File: config.mk
export PLATFORM = sky130hd
export DESIGN_NAME = ibex_trace_ctrl
export DESIGN_NICKNAME = d
export VERILOG_FILES = /design/src/rtl/ibex_trace_ctrl_pkg.sv /design/src/rtl/ibex_trace_rec_fifo.sv /design/src/rtl/ibex_trace_ctrl.sv
export SDC_FILE = /design/constraint.sdc
export NUM_CORES = 1
export LEC_CHECK = 0
export ABC_AREA = 1
export BUFFER_PORTS_ARGS = -buffer_cell sky130_fd_sc_hd__buf_4
export CORE_ASPECT_RATIO = 1.75
export CORE_MARGIN = 2
export CORE_UTILIZATION = 51
export DETAILED_ROUTE_END_ITERATION = 6
export PLACE_DENSITY = 0.77
export SLEW_MARGIN = 10
export SYNTH_ARGS = -nofsm -noshare
export SYNTH_HDL_FRONTEND = slang
export SYNTH_SLANG_ARGS = --single-unit
File: constraint.sdc
create_clock -name clk_i -period 7.5 [get_ports clk_i]
set_clock_uncertainty 0.15 [all_clocks]
set_input_delay 0.75 -clock clk_i [delete_from_list [all_inputs] [get_ports clk_i]]
set_output_delay 0.75 -clock clk_i [all_outputs]
set_load 0.005 [all_outputs]
File: src/rtl/ibex_trace_ctrl_pkg.sv
// Shared types for the retirement trace controller:
// FSM state encoding and the buffered trace record layout.
package ibex_trace_ctrl_pkg;

  typedef enum logic [1:0] {
    TR_IDLE    = 2'd0,
    TR_ARMED   = 2'd1,
    TR_TRACING = 2'd2,
    TR_STOPPED = 2'd3
  } trace_state_e;

  typedef struct packed {
    logic [63:0] order;
    logic [31:0] pc;
    logic [31:0] insn;
    logic        trap;
    logic        drop;
  } trace_rec_t;

endpackage

File: src/rtl/ibex_trace_rec_fifo.sv
// Synchronous trace record FIFO with flush; read data is
// driven from storage and forced to zero while empty.
module ibex_trace_rec_fifo
  import ibex_trace_ctrl_pkg::*;
#(
  parameter int unsigned Depth = 4
) (
  input  logic       clk_i,
  input  logic       rst_ni,
  input  logic       flush_i,
  input  logic       push_i,
  input  logic       pop_i,
  input  trace_rec_t data_i,
  output trace_rec_t data_o,
  output logic       full_o,
  output logic       empty_o
);

  localparam int unsigned AW = (Depth > 1) ? $clog2(Depth) : 1;
  localparam logic [AW:0] FullCnt = (AW + 1)'(Depth);

  logic [AW-1:0] r_wptr;
  logic [AW-1:0] r_rptr;
  logic [AW:0]   r_cnt;
  trace_rec_t    r_mem [Depth];

  logic w_push;
  logic w_pop;

  assign empty_o = (r_cnt == '0);
  assign full_o  = (r_cnt == FullCnt);
  assign w_pop   = pop_i & ~empty_o;
  assign w_push  = push_i & (~full_o | w_pop);
  assign data_o  = empty_o ? '0 : r_mem[r_rptr];

  always_ff @(posedge clk_i or negedge rst_ni) begin
    if (!rst_ni) begin
      r_wptr <= '0;
      r_rptr <= '0;
      r_cnt  <= '0;
    end else if (flush_i) begin
      r_wptr <= '0;
      r_rptr <= '0;
      r_cnt  <= '0;
    end else begin
      if (w_push) r_wptr <= r_wptr + 1'b1;
      if (w_pop)  r_rptr <= r_rptr + 1'b1;
      if (w_push && !w_pop)      r_cnt <= r_cnt + 1'b1;
      else if (w_pop && !w_push) r_cnt <= r_cnt - 1'b1;
    end
  end

  // Payload storage needs no reset: empty gating hides stale slots.
  always_ff @(posedge clk_i) begin
    if (w_push && !flush_i) r_mem[r_wptr] <= data_i;
  end

endmodule

File: src/rtl/ibex_trace_ctrl.sv
// Retirement trace sequencer: PC start/stop triggers, record
// buffering with valid/ready output and drop accounting.
module ibex_trace_ctrl
  import ibex_trace_ctrl_pkg::*;
#(
  parameter int unsigned FifoDepth    = 4,
  parameter int unsigned DropCntWidth = 16
) (
  input  logic                    clk_i,
  input  logic                    rst_ni,
  input  logic                    rvfi_valid,
  input  logic [63:0]             rvfi_order,
  input  logic [31:0]             rvfi_pc_rdata,
  input  logic [31:0]             rvfi_insn,
  input  logic                    rvfi_trap,
  input  logic                    cfg_en_i,
  input  logic                    cfg_start_en_i,
  input  logic [31:0]             cfg_start_pc_i,
  input  logic                    cfg_stop_en_i,
  input  logic [31:0]             cfg_stop_pc_i,
  input  logic                    cfg_clr_i,
  output logic                    trace_valid_o,
  input  logic                    trace_ready_i,
  output logic [63:0]             trace_order_o,
  output logic [31:0]             trace_pc_o,
  output logic [31:0]             trace_insn_o,
  output logic                    trace_trap_o,
  output logic                    trace_drop_o,
  output logic [1:0]              state_o,
  output logic [DropCntWidth-1:0] drop_cnt_o,
  output logic                    overflow_o
);

  trace_state_e            r_state;
  trace_state_e            w_state_nxt;
  logic [DropCntWidth-1:0] r_drop_cnt;
  logic                    r_ovf;
  logic                    r_pend_drop;

  logic       w_start;
  logic       w_stop;
  logic       w_capture;
  logic       w_pop;
  logic       w_accept;
  logic       w_drop;
  logic       w_full;
  logic       w_empty;
  trace_rec_t w_rec_in;
  trace_rec_t w_rec_out;

  assign w_start = rvfi_valid &
                   (~cfg_start_en_i | (rvfi_pc_rdata == cfg_start_pc_i));
  assign w_stop  = rvfi_valid & cfg_stop_en_i &
                   (rvfi_pc_rdata == cfg_stop_pc_i);

  assign w_capture = cfg_en_i & rvfi_valid &
                     ((r_state == TR_TRACING) |
                      ((r_state == TR_ARMED) & w_start));
  assign w_pop    = ~w_empty & trace_ready_i;
  assign w_accept = w_capture & (~w_full | w_pop);
  assign w_drop   = w_capture & ~w_accept;

  assign w_rec_in = '{
    order: rvfi_order,
    pc:    rvfi_pc_rdata,
    insn:  rvfi_insn,
    trap:  rvfi_trap,
    drop:  r_pend_drop
  };

  always_comb begin
    w_state_nxt = r_state;
    if (!cfg_en_i) begin
      w_state_nxt = TR_IDLE;
    end else begin
      unique case (r_state)
        TR_IDLE:    w_state_nxt = TR_ARMED;
        TR_ARMED:   if (w_start) w_state_nxt = w_stop ? TR_STOPPED : TR_TRACING;
        TR_TRACING: if (w_stop) w_state_nxt = TR_STOPPED;
        TR_STOPPED: w_state_nxt = TR_STOPPED;
        default:    w_state_nxt = TR_IDLE;
      endcase
    end
  end

  always_ff @(posedge clk_i or negedge rst_ni) begin
    if (!rst_ni) begin
      r_state     <= TR_IDLE;
      r_drop_cnt  <= '0;
      r_ovf       <= 1'b0;
      r_pend_drop <= 1'b0;
    end else begin
      r_state <= w_state_nxt;
      if (!cfg_en_i)     r_pend_drop <= 1'b0;
      else if (w_drop)   r_pend_drop <= 1'b1;
      else if (w_accept) r_pend_drop <= 1'b0;
      // A clear that meets a drop keeps that drop on record.
      if (cfg_clr_i) begin
        r_drop_cnt <= w_drop ? DropCntWidth'(1) : '0;
        r_ovf      <= w_drop;
      end else if (w_drop) begin
        if (!(&r_drop_cnt)) r_drop_cnt <= r_drop_cnt + 1'b1;
        r_ovf <= 1'b1;
      end
    end
  end

  ibex_trace_rec_fifo #(
    .Depth(FifoDepth)
  ) u_fifo (
    .clk_i  (clk_i),
    .rst_ni (rst_ni),
    .flush_i(~cfg_en_i),
    .push_i (w_accept),
    .pop_i  (w_pop),
    .data_i (w_rec_in),
    .data_o (w_rec_out),
    .full_o (w_full),
    .empty_o(w_empty)
  );

  assign trace_valid_o = ~w_empty;
  assign trace_order_o = w_rec_out.order;
  assign trace_pc_o    = w_rec_out.pc;
  assign trace_insn_o  = w_rec_out.insn;
  assign trace_trap_o  = w_rec_out.trap;
  assign trace_drop_o  = w_rec_out.drop;
  assign state_o       = r_state;
  assign drop_cnt_o    = r_drop_cnt;
  assign overflow_o    = r_ovf;

endmodule

* Yosys cells after proc, flatten, opt, wreduce, memory -nomap -nowiden *
Memories as Yosys holds them, arrays and structs flattened.
Cells that the tools add are included.

operators by class
  $add $sub $neg = 5
  equal/unequal tests = 13
  multiplexer cells = 24
  bitwise logic cells = 19
  reduce and logical (&&, ||, !) cells = 11

operators with widths
  operator                                                                  count
  130-bit two-way mux                                                       1
  32-bit equality test                                                      2
  16-bit two-way mux                                                        3
  16-bit by 1-bit adder with 16-bit output (second input constant)          1
  16-bit AND reduction                                                      1
  2-bit two-way mux                                                         7
  1-bit bitwise AND                                                         11
  1-bit two-way mux                                                         9
  3-bit two-way mux                                                         3
  2-bit case mux with 4 select lines                                        1
  3-bit by 1-bit inequality test with 1-bit output (second input constant)  2
  3-bit inequality test (second input constant)                             2
  2-bit by 1-bit adder with 2-bit output (second input constant)            2
  2-bit equality test (second input constant)                               2
  2-bit by 1-bit inequality test with 1-bit output (second input constant)  2
  1-bit NOT                                                                 4
  1-bit OR                                                                  4
  2-bit AND reduction                                                       2
  3-bit by 1-bit adder with 3-bit output (second input constant)            1
  3-bit equality test (second input constant)                               1
  1-bit logical AND                                                         3
  3-bit logical NOT                                                         1
  3-bit by 1-bit subtractor with 3-bit output (second input constant)       1
  2-bit by 1-bit equality test with 1-bit output (second input constant)    1
  4 further kinds                                                           5

word-level totals
  flip-flop bits (word level) = 27
  memory bits (writable) = 520
  input bits = 201
  output and inout bits = 150
  logic and storage cells = 80
  memories kept = 1

memory list
  memory        words  width  read ports  clocked after memory_dff  wr ports  RTL line                   RTL
  u_fifo.r_mem  4      130    1           0                         1         ibex_trace_rec_fifo.sv:25  trace_rec_t r_mem [Depth];

* Depth between registers and ports, before layout *
Gate-level depths: netlist of the first run.

  depth in word-level cells = 13
  gate-level depth with buffers = 19
  gate-level depth less buffers = 18

* Cells and area by module *
A second synthesis of the first run with hierarchy kept.

second synthesis, totals
  cell total of the unflattened synthesis = 1964
  area, all modules = 22779.3 sq um

by module, submodules not included
  module               times used  cells each  area each (sq um)
  ibex_trace_rec_fifo  1           1602        20547.2
  ibex_trace_ctrl      1           362         2232.1

* Least setup slack after synthesis of the first run *
OpenSTA, ideal clock, no wires.

  path type = input to register
  start = in rvfi_pc_rdata[19]
  end = mem u_fifo.r_mem[0][0] in the netlist's numbering (enable)
  setup time = 0.621 ns
  arrival time = 7.068 ns
  data required time = 6.729 ns
  setup slack = -0.339 ns
  cell stages on the path = 15
  buffers on the path = 0
  cells stage by stage = inv_1 nand2_1 nand2_1 nand2_1 nor2_1 nand2_1 nor2_1 nand2_1 nand2_1 nand2_2 nand2_4 nand2_4 inv_1 nand2_1 nor2_1

on the way
  longest elaborated chain between the ends = 11

ends and longest elaborated chain
  element                                  RTL line                   RTL
  from (decl)                              ibex_trace_ctrl.sv:13      input logic [31:0] rvfi_pc_rdata,
  32-bit equality test                     ibex_trace_ctrl.sv:52      (~cfg_start_en_i | (rvfi_pc_rdata == cfg_start_pc_i));
  1-bit OR                                 ibex_trace_ctrl.sv:52
  1-bit bitwise AND                        ibex_trace_ctrl.sv:51      assign w_start = rvfi_valid &
  1-bit bitwise AND                        ibex_trace_ctrl.sv:58      ((r_state == TR_ARMED) & w_start));
  1-bit OR                                 ibex_trace_ctrl.sv:57      ((r_state == TR_TRACING) |
  1-bit bitwise AND                        ibex_trace_ctrl.sv:56      assign w_capture = cfg_en_i & rvfi_valid &
  1-bit bitwise AND                        ibex_trace_ctrl.sv:60      assign w_accept = w_capture & (~w_full | w_pop);
  1-bit bitwise AND                        ibex_trace_rec_fifo.sv:33  assign w_push = push_i & (~full_o | w_pop);
  1-bit logical AND                        ibex_trace_rec_fifo.sv:55  if (w_push && !flush_i) r_mem[r_wptr] <= data_i;
  1-bit two-way mux                        ibex_trace_rec_fifo.sv:55
  1-bit two-way mux (implied by the code)  ibex_trace_rec_fifo.sv:55
  to (decl)                                ibex_trace_rec_fifo.sv:25

Every way passes these cells.

* Worst setup path after layout of the first run *
  start = reg u_fifo.r_rptr[1]
  end = out trace_insn_o[31]

on the way
  longest elaborated chain between the ends = 2

ends and longest elaborated chain
  element                  RTL line                   RTL
  from (decl)              ibex_trace_rec_fifo.sv:23  logic [AW-1:0] r_rptr;
  from (signal assigned)   ibex_trace_rec_fifo.sv:47  if (w_pop) r_rptr <= r_rptr + 1'b1;
  memory read 4 x 130 bit  --
  130-bit two-way mux      ibex_trace_rec_fifo.sv:34  assign data_o = empty_o ? '0 : r_mem[r_rptr];
  to (decl)                ibex_trace_ctrl.sv:26      output logic [31:0] trace_insn_o,

Every way passes these cells.

==> impl_metrics.toml, run 1 <==
[run_status]
status = "finished clean"

[synthesis]
netlist_area_mm2 = 0.0225
synth_largest_area_cell = "edfxtp_1"
synth.area.top_cells = "edfxtp_1, nor2_1, o21ai_0"
synthMuxAreaShare = 0
ys_seq_elements = 547
ys.flop_type = "edfxtp_1"
synth-seq-area-share = 0.723
synth_cell_types = 35
synth_top_area_share = 0.693
yosysWarnings = 0
synth_edf_count = 520
async_reset_ff_frac = 0.0494
yosys.area_share.simple = 0.126
synth_fp_nets = 2128
synth_fa_ha_area_frac = 0.00366
synthCells = 1921
synth_common_cells = "nor2_1, edfxtp_1, o21ai_0, a21oi_1, nand2_1"
synth.avg_cell_area_um2 = 11.7
synth_compound_area_frac = 0.0990
yosysMostFrequentCell = "nor2_1"
synth_xor_area_frac = 0.0190
synth_top_family_by_area = "simple AND/OR/NAND/NOR gates"

[sta]
worstMarginPinSlew_ps = 1140
rsz0062_at_grt = "no"
setup_ws_ps = 2780
fmax_mhz = 212
max-slew-margin-rel = 0.238
fin_crit_sh = 0.629
finalSetupTns_ps = 0
finalHoldViolations = 0
finalSetupViolCount = 0
whs_ps = 234
maxSlewViolCount = 0
min_period_ps = 4720

[clocking]
cts.clk_slew.worst_paths_ps = 70
clkLatencyLatePin_ps = 560
cts_setup_buffers = 0
cts_buffers = 46
cts.repair.resized = 0
cts.htree.levels = 2
hold_buffers = 1
cts_buffer_depth = 3
cts.sinks = 547
tritoncts = "built"
cts_root_buf = "clkbuf_16"

[setup_path]
slowest_delay_ps = 1120
cp-start-kind = "flop"
worst_path_max_delay_cell = "dfrtp_4"
critPathRequiredTime_ps = 6600
endpoint_kind = "primary output"
crit_top_cell = "buf_4"
cpLargestDelayFamily = "buffers and inverters"
worstSetupPathType = "flop to primary output"
worst-path-buf-inv = 3
worstPathMaxFanout = 82
crit_chain = "inv_4 -> buf_4 -> nor2_1 -> o21ai_0 -> a21oi_1 -> buf_4"
crit_arrival_ps = 3820

[global_route]
antenna_found_initial = 3
grt_pass1_vias = 16046
grt_max_degree = 131
grt_pass1_wl_um = 84500
grt_usage = 0.239
grt_overflow = 0

[cells_and_area]
stdcell_area_mm2 = 0.0272
drive_gt1_frac = 0.213
num-fill-cells = 3278
finish.net_count = 2440
utilization = 0.626
area_growth_pct = 20.7
final_cells = 2838

[floorplan]
io_pins = 351
coreArea_mm2 = 0.0435
fp.dieH_um = 282
rows = 101
die_x_um = 163
die_area_mm2 = 0.0460
start_util = 0.519

[route]
dr.pass1.iters = 5
wl_per_cell_um = 19.6
routed_via_density = 5.52
drtIter0Drc = 1258
routed_wl_um = 55700
drc = 0
vias = 15664
postRouteAntennaNets = 0

[place]
dp.cells = 2750
placed_area_mm2 = 0.0257
gp_congestion = 0.961
pre_cts_slack_ps = 2970
dpl.hpwl_um = 33800
port_buffers = 350

[power]
p_leak_nw = 9.99
ir_drop_mv = 0.183
power.total_mw = 7.92
power_density_mw_per_mm2 = 291

[worst_hold_path]
hold_class = "input pin to flop"

[job]
drv_cap = 0
==> final cells by class <==
cell class,count,area [um^2],area share
diodes,3,7.51,0.000276
clock buffers,52,1190,0.0439
clock inverters,32,317,0.0116
inverters,68,265,0.00975
multi-input cells,1202,5630,0.207
flip-flops and latches,547,16300,0.599
well taps,566,708,0.0260
repair buffers,368,2790,0.103
==> layer usage <==
layer  global-route usage  up-vias  wire length, um
met5                    0        -                0
met4                0.130        0             2850
met3               0.0427      143             3490
met2                0.438      602            29500
met1                0.261     7602            19900
li1                     -     7317                -
==> placed cells by master, fill, tap and decap left out, drive strengths merged <==
master / netlist / routed
clkbuf: 82 / 52
diode: 0 / 3
inv: 66 / 70
nor4: 7 / 7
o2111ai: 1 / 1
xor2: 21 / 21
clkinv: 2 / 22
dlygate4sd3: 0 / 1
ha: 5 / 5
nand4: 5 / 5
nand2: 122 / 122
nor2: 547 / 547
o22ai: 4 / 4
clkinvlp: 0 / 2
or2: 3 / 3
a21oi: 134 / 134
bufinv: 0 / 6
nand3: 24 / 24
o21ai: 278 / 278
buf: 22 / 367
dfrtp: 27 / 27
xnor2: 28 / 28
o211a: 1 / 1
edfxtp: 520 / 520
fa: 1 / 1
o31ai: 9 / 9
nor3: 11 / 11
a221oi: 1 / 1
==> flip-flops by register name, indices dropped and copies added (netlist names) <==
name,count
drop_cnt_o,16
u_fifo.r_mem,520
u_fifo.r_wptr,2
u_fifo.r_rptr,2
overflow_o,1
r_pend_drop,1
u_fifo.r_cnt,3
state_o,2
==> kinds of logic after synthesis <==
family,count (synthesis)
flops,547
fa+ha+maj,6
compound gates,428
buf+inv,172
simple gates,719
xor+xnor,49
==> power breakdown <==
part,leakage [nW],internal [mW],switching [mW]
Combinational,4.19,0.841,1.20
Clock,0.747,1.36,1.04
Sequential,5.05,3.39,0.0841
Total,9.99,5.59,2.33
==> worst paths after layout <==
kind / startpoint / endpoint / slack (ps) / cells past startpoint
min in group asynchronous: rst_ni / drop_cnt_o[0]$_DFFE_PN0P_ / 510 / 2
min reg2reg: overflow_o$_DFFE_PN0P_ / overflow_o$_DFFE_PN0P_ / 350 / 2
max in group asynchronous: rst_ni / u_fifo.r_rptr[0]$_DFFE_PN0P_ / 6380 / 2
max: u_fifo.r_rptr[1]$_DFFE_PN0P_ / trace_insn_o[31] / 2780 / 6
max reg2reg: u_fifo.r_cnt[0]$_DFFE_PN0P_ / u_fifo.r_cnt[1]$_DFFE_PN0P_ / 3950 / 10
min: rvfi_insn[3] / u_fifo.r_mem[0][5]$_DFFE_PP_ / 230 / 1
(Power assumes the default switching activity.)
==> inputs of run 2 (changes only) <==
--- a/config.mk
+++ b/config.mk
@@ -5,13 +5,13 @@
 export SDC_FILE = /design/constraint.sdc
 export NUM_CORES = 1
 export LEC_CHECK = 0
-export ABC_AREA = 1
+export ABC_AREA = 0
 export BUFFER_PORTS_ARGS = -buffer_cell sky130_fd_sc_hd__buf_4
 export CORE_ASPECT_RATIO = 1.75
 export CORE_MARGIN = 2
-export CORE_UTILIZATION = 51
+export CORE_UTILIZATION = 56
 export DETAILED_ROUTE_END_ITERATION = 6
-export PLACE_DENSITY = 0.77
+export PLACE_DENSITY = 0.8
 export SLEW_MARGIN = 10
 export SYNTH_ARGS = -nofsm -noshare
 export SYNTH_HDL_FRONTEND = slang
==> constraint.sdc (replaced) <==
create_clock -name clk_i -period 4.75 [get_ports clk_i]
set_clock_uncertainty 0.15 [all_clocks]
set_input_delay 0.475 -clock clk_i [delete_from_list [all_inputs] [get_ports clk_i]]
set_output_delay 0.475 -clock clk_i [all_outputs]
set_load 0.005 [all_outputs]
==> run 2 against run 1 <==
Sequential cell count stayed put. Global-route usage is 0.87 points higher. Critical path depth is 3 higher. Cell count is 26% lower. Highest routed layer is now met5.
==> impl_metrics.toml, run 2 <==
[run_status]
status = "finished clean"

[route]
dr.pass1.iters = 5
postRouteAntennaNets = 0
wl_per_cell_um = 24.4
drtIter0Drc = 897
routed_wl_um = 51600
drc = 0
routed_via_density = 5.80
vias = 12258

[sta]
finalHoldViolations = 0
finalSetupTns_ps = 0
finalSetupViolCount = 0
max-slew-margin-rel = 0.422
worstMarginPinSlew_ps = 867
fmax_mhz = 266
rsz0062_at_grt = "no"
min_period_ps = 3760
fin_crit_sh = 0.792
maxSlewViolCount = 0

[floorplan]
die_area_mm2 = 0.0407
coreArea_mm2 = 0.0385
io_pins = 351
start_util = 0.568
die_x_um = 153
rows = 95
fp.dieH_um = 265

[clocking]
cts_setup_buffers = 0
cts.clk_slew.worst_paths_ps = 70
cts.htree.levels = 2
tritoncts = "built"
cts.sinks = 547
cts_buffers = 46
cts.repair.resized = 0
cts_root_buf = "clkbuf_16"
clkLatencyLatePin_ps = 550
cts_buffer_depth = 3
hold_buffers = 119

[synthesis]
synthCells = 1101
yosysWarnings = 0
synth-seq-area-share = 0.745
synth_edf_count = 520
synth_top_area_share = 0.714
netlist_area_mm2 = 0.0219
synth.area.top_cells = "edfxtp_1, mux4_2, and2_1"
ys_seq_elements = 547
yosysMostFrequentCell = "edfxtp_1"
synth_largest_area_cell = "edfxtp_1"
async_reset_ff_frac = 0.0494
synth_fp_nets = 1308
synth.avg_cell_area_um2 = 19.9
ys.flop_type = "edfxtp_1"
synth_cell_types = 42
synth_common_cells = "edfxtp_1, and2_1, mux4_2, clkbuf_1, xor2_1"

[worst_hold_path]
hold_class = "input pin to flop"
whs_path_depth = 1

[power]
power_density_mw_per_mm2 = 451
p_leak_nw = 9.76
ir_drop_mv = 0.288

[cells_and_area]
drive_gt1_frac = 0.362
layout_common_cells = "edfxtp_1, buf_4, and2_1"
final_common_cell = "edfxtp_1"
largest_reg_flops = 520
finish.net_count = 1792
stdcell_area_mm2 = 0.0280
area_growth_pct = 28.2
top_register = "u_fifo.r_mem"

[setup_path]
rr_worst_depth = 7
cp-start-kind = "input pin"
crit_arrival_ps = 3860
critPathRequiredTime_ps = 4850
crit_chain = "dlygate4sd3_1 -> buf_4 -> xor2_1 -> nor4_1 -> nand2_1 -> o311a_1 -> nor2_1 -> and3_4 -> buf_12"
worstPathMaxFanout = 32
slowest_delay_ps = 660
worstSetupPathType = "input pin to flop"
worst_path_max_delay_cell = "and3_4"
endpoint_kind = "flop"

[job]
drv_cap = 0

[global_route]
grt_overflow = 0
grt_usage = 0.248
grt_pass1_vias = 13133
grt_pass1_wl_um = 76500
grt_max_degree = 97
antenna_found_initial = 7

[place]
placed_area_mm2 = 0.0253
dpl.hpwl_um = 31800
port_buffers = 350
gp_congestion = 0.826
## run 2: worst paths after layout
kind,endpoint,start,slack (ps)
worst max-delay path,u_fifo.r_mem[3][42]$_DFFE_PP_,rvfi_pc_rdata[1],990
min in group asynchronous,drop_cnt_o[5]$_DFFE_PN0P_,rst_ni,250
max in group asynchronous,u_fifo.r_rptr[0]$_DFFE_PN0P_,rst_ni,3890
worst max register to register,u_fifo.r_cnt[2]$_DFFE_PN0P_,u_fifo.r_cnt[2]$_DFFE_PN0P_,1870
worst min-delay path,u_fifo.r_mem[3][40]$_DFFE_PP_,rvfi_pc_rdata[6],20
worst min register to register,overflow_o$_DFFE_PN0P_,overflow_o$_DFFE_PN0P_,380
## run 2: layout make-up
cell class,count,area (um^2)
antenna,6,15.0
clock buffer,58,1240
tap,485,607
timing repair buffer,490,4180
multi-input combinational,488,5350
inverter,12,45.0
fill,2310,10500
sequential,547,16300
clock inverter,27,309
## run 2: logic make-up (layout without fill, tap and decap cells)
kind of cell,count (synthesis),after routing,synth area share
adders and majority gates,6,6,0.00377
buffers and inverters,66,587,0.0120
AOI/OAI and AO/OA,38,38,0.0112
DFF,547,547,0.745
and+or+nand+nor,241,241,0.0645
xor gates and xnor gates,65,65,0.0260
other,0,6,0
muxes,138,138,0.138
## run 2: power breakdown
group          internal (mW)  switching (mW)
combinational           1.87            1.46
clock                   2.23            1.62
sequential              5.34           0.137
## run 2: through the flow
step	setup WS (ps)	total power [mW]	instances	hold slack, ps	utilization
4_1_cts	1040	12.8	2107	0.0863	0.728
3_5_place_dp	1000	8.84	1903	265	0.656
6_report	988	12.7	2113	19.1	0.728
2_1_floorplan	786	7.18	1101	29.4	-
3_3_place_gp	1030	8.80	1903	266	0.656
5_1_grt	905	13.1	2113	12.0	0.728
## run 2: metal layers
metal  share of wire  vias up  global-route usage  wire length [um]
met5         0.00021        -                   0                11
met4           0.043        2               0.117              2200
met3           0.052      106              0.0327              2710
met2            0.55      514               0.449             28600
met1            0.35     6279               0.294             18100
li1                -     5357                   -                 -
## run 2: worst max-delay path, delay by kind of cell
family,cells,cell delay (ps)
xor+xnor,1,140
simple gates,4,1720
buf+inv,3,990
compound gates,1,480
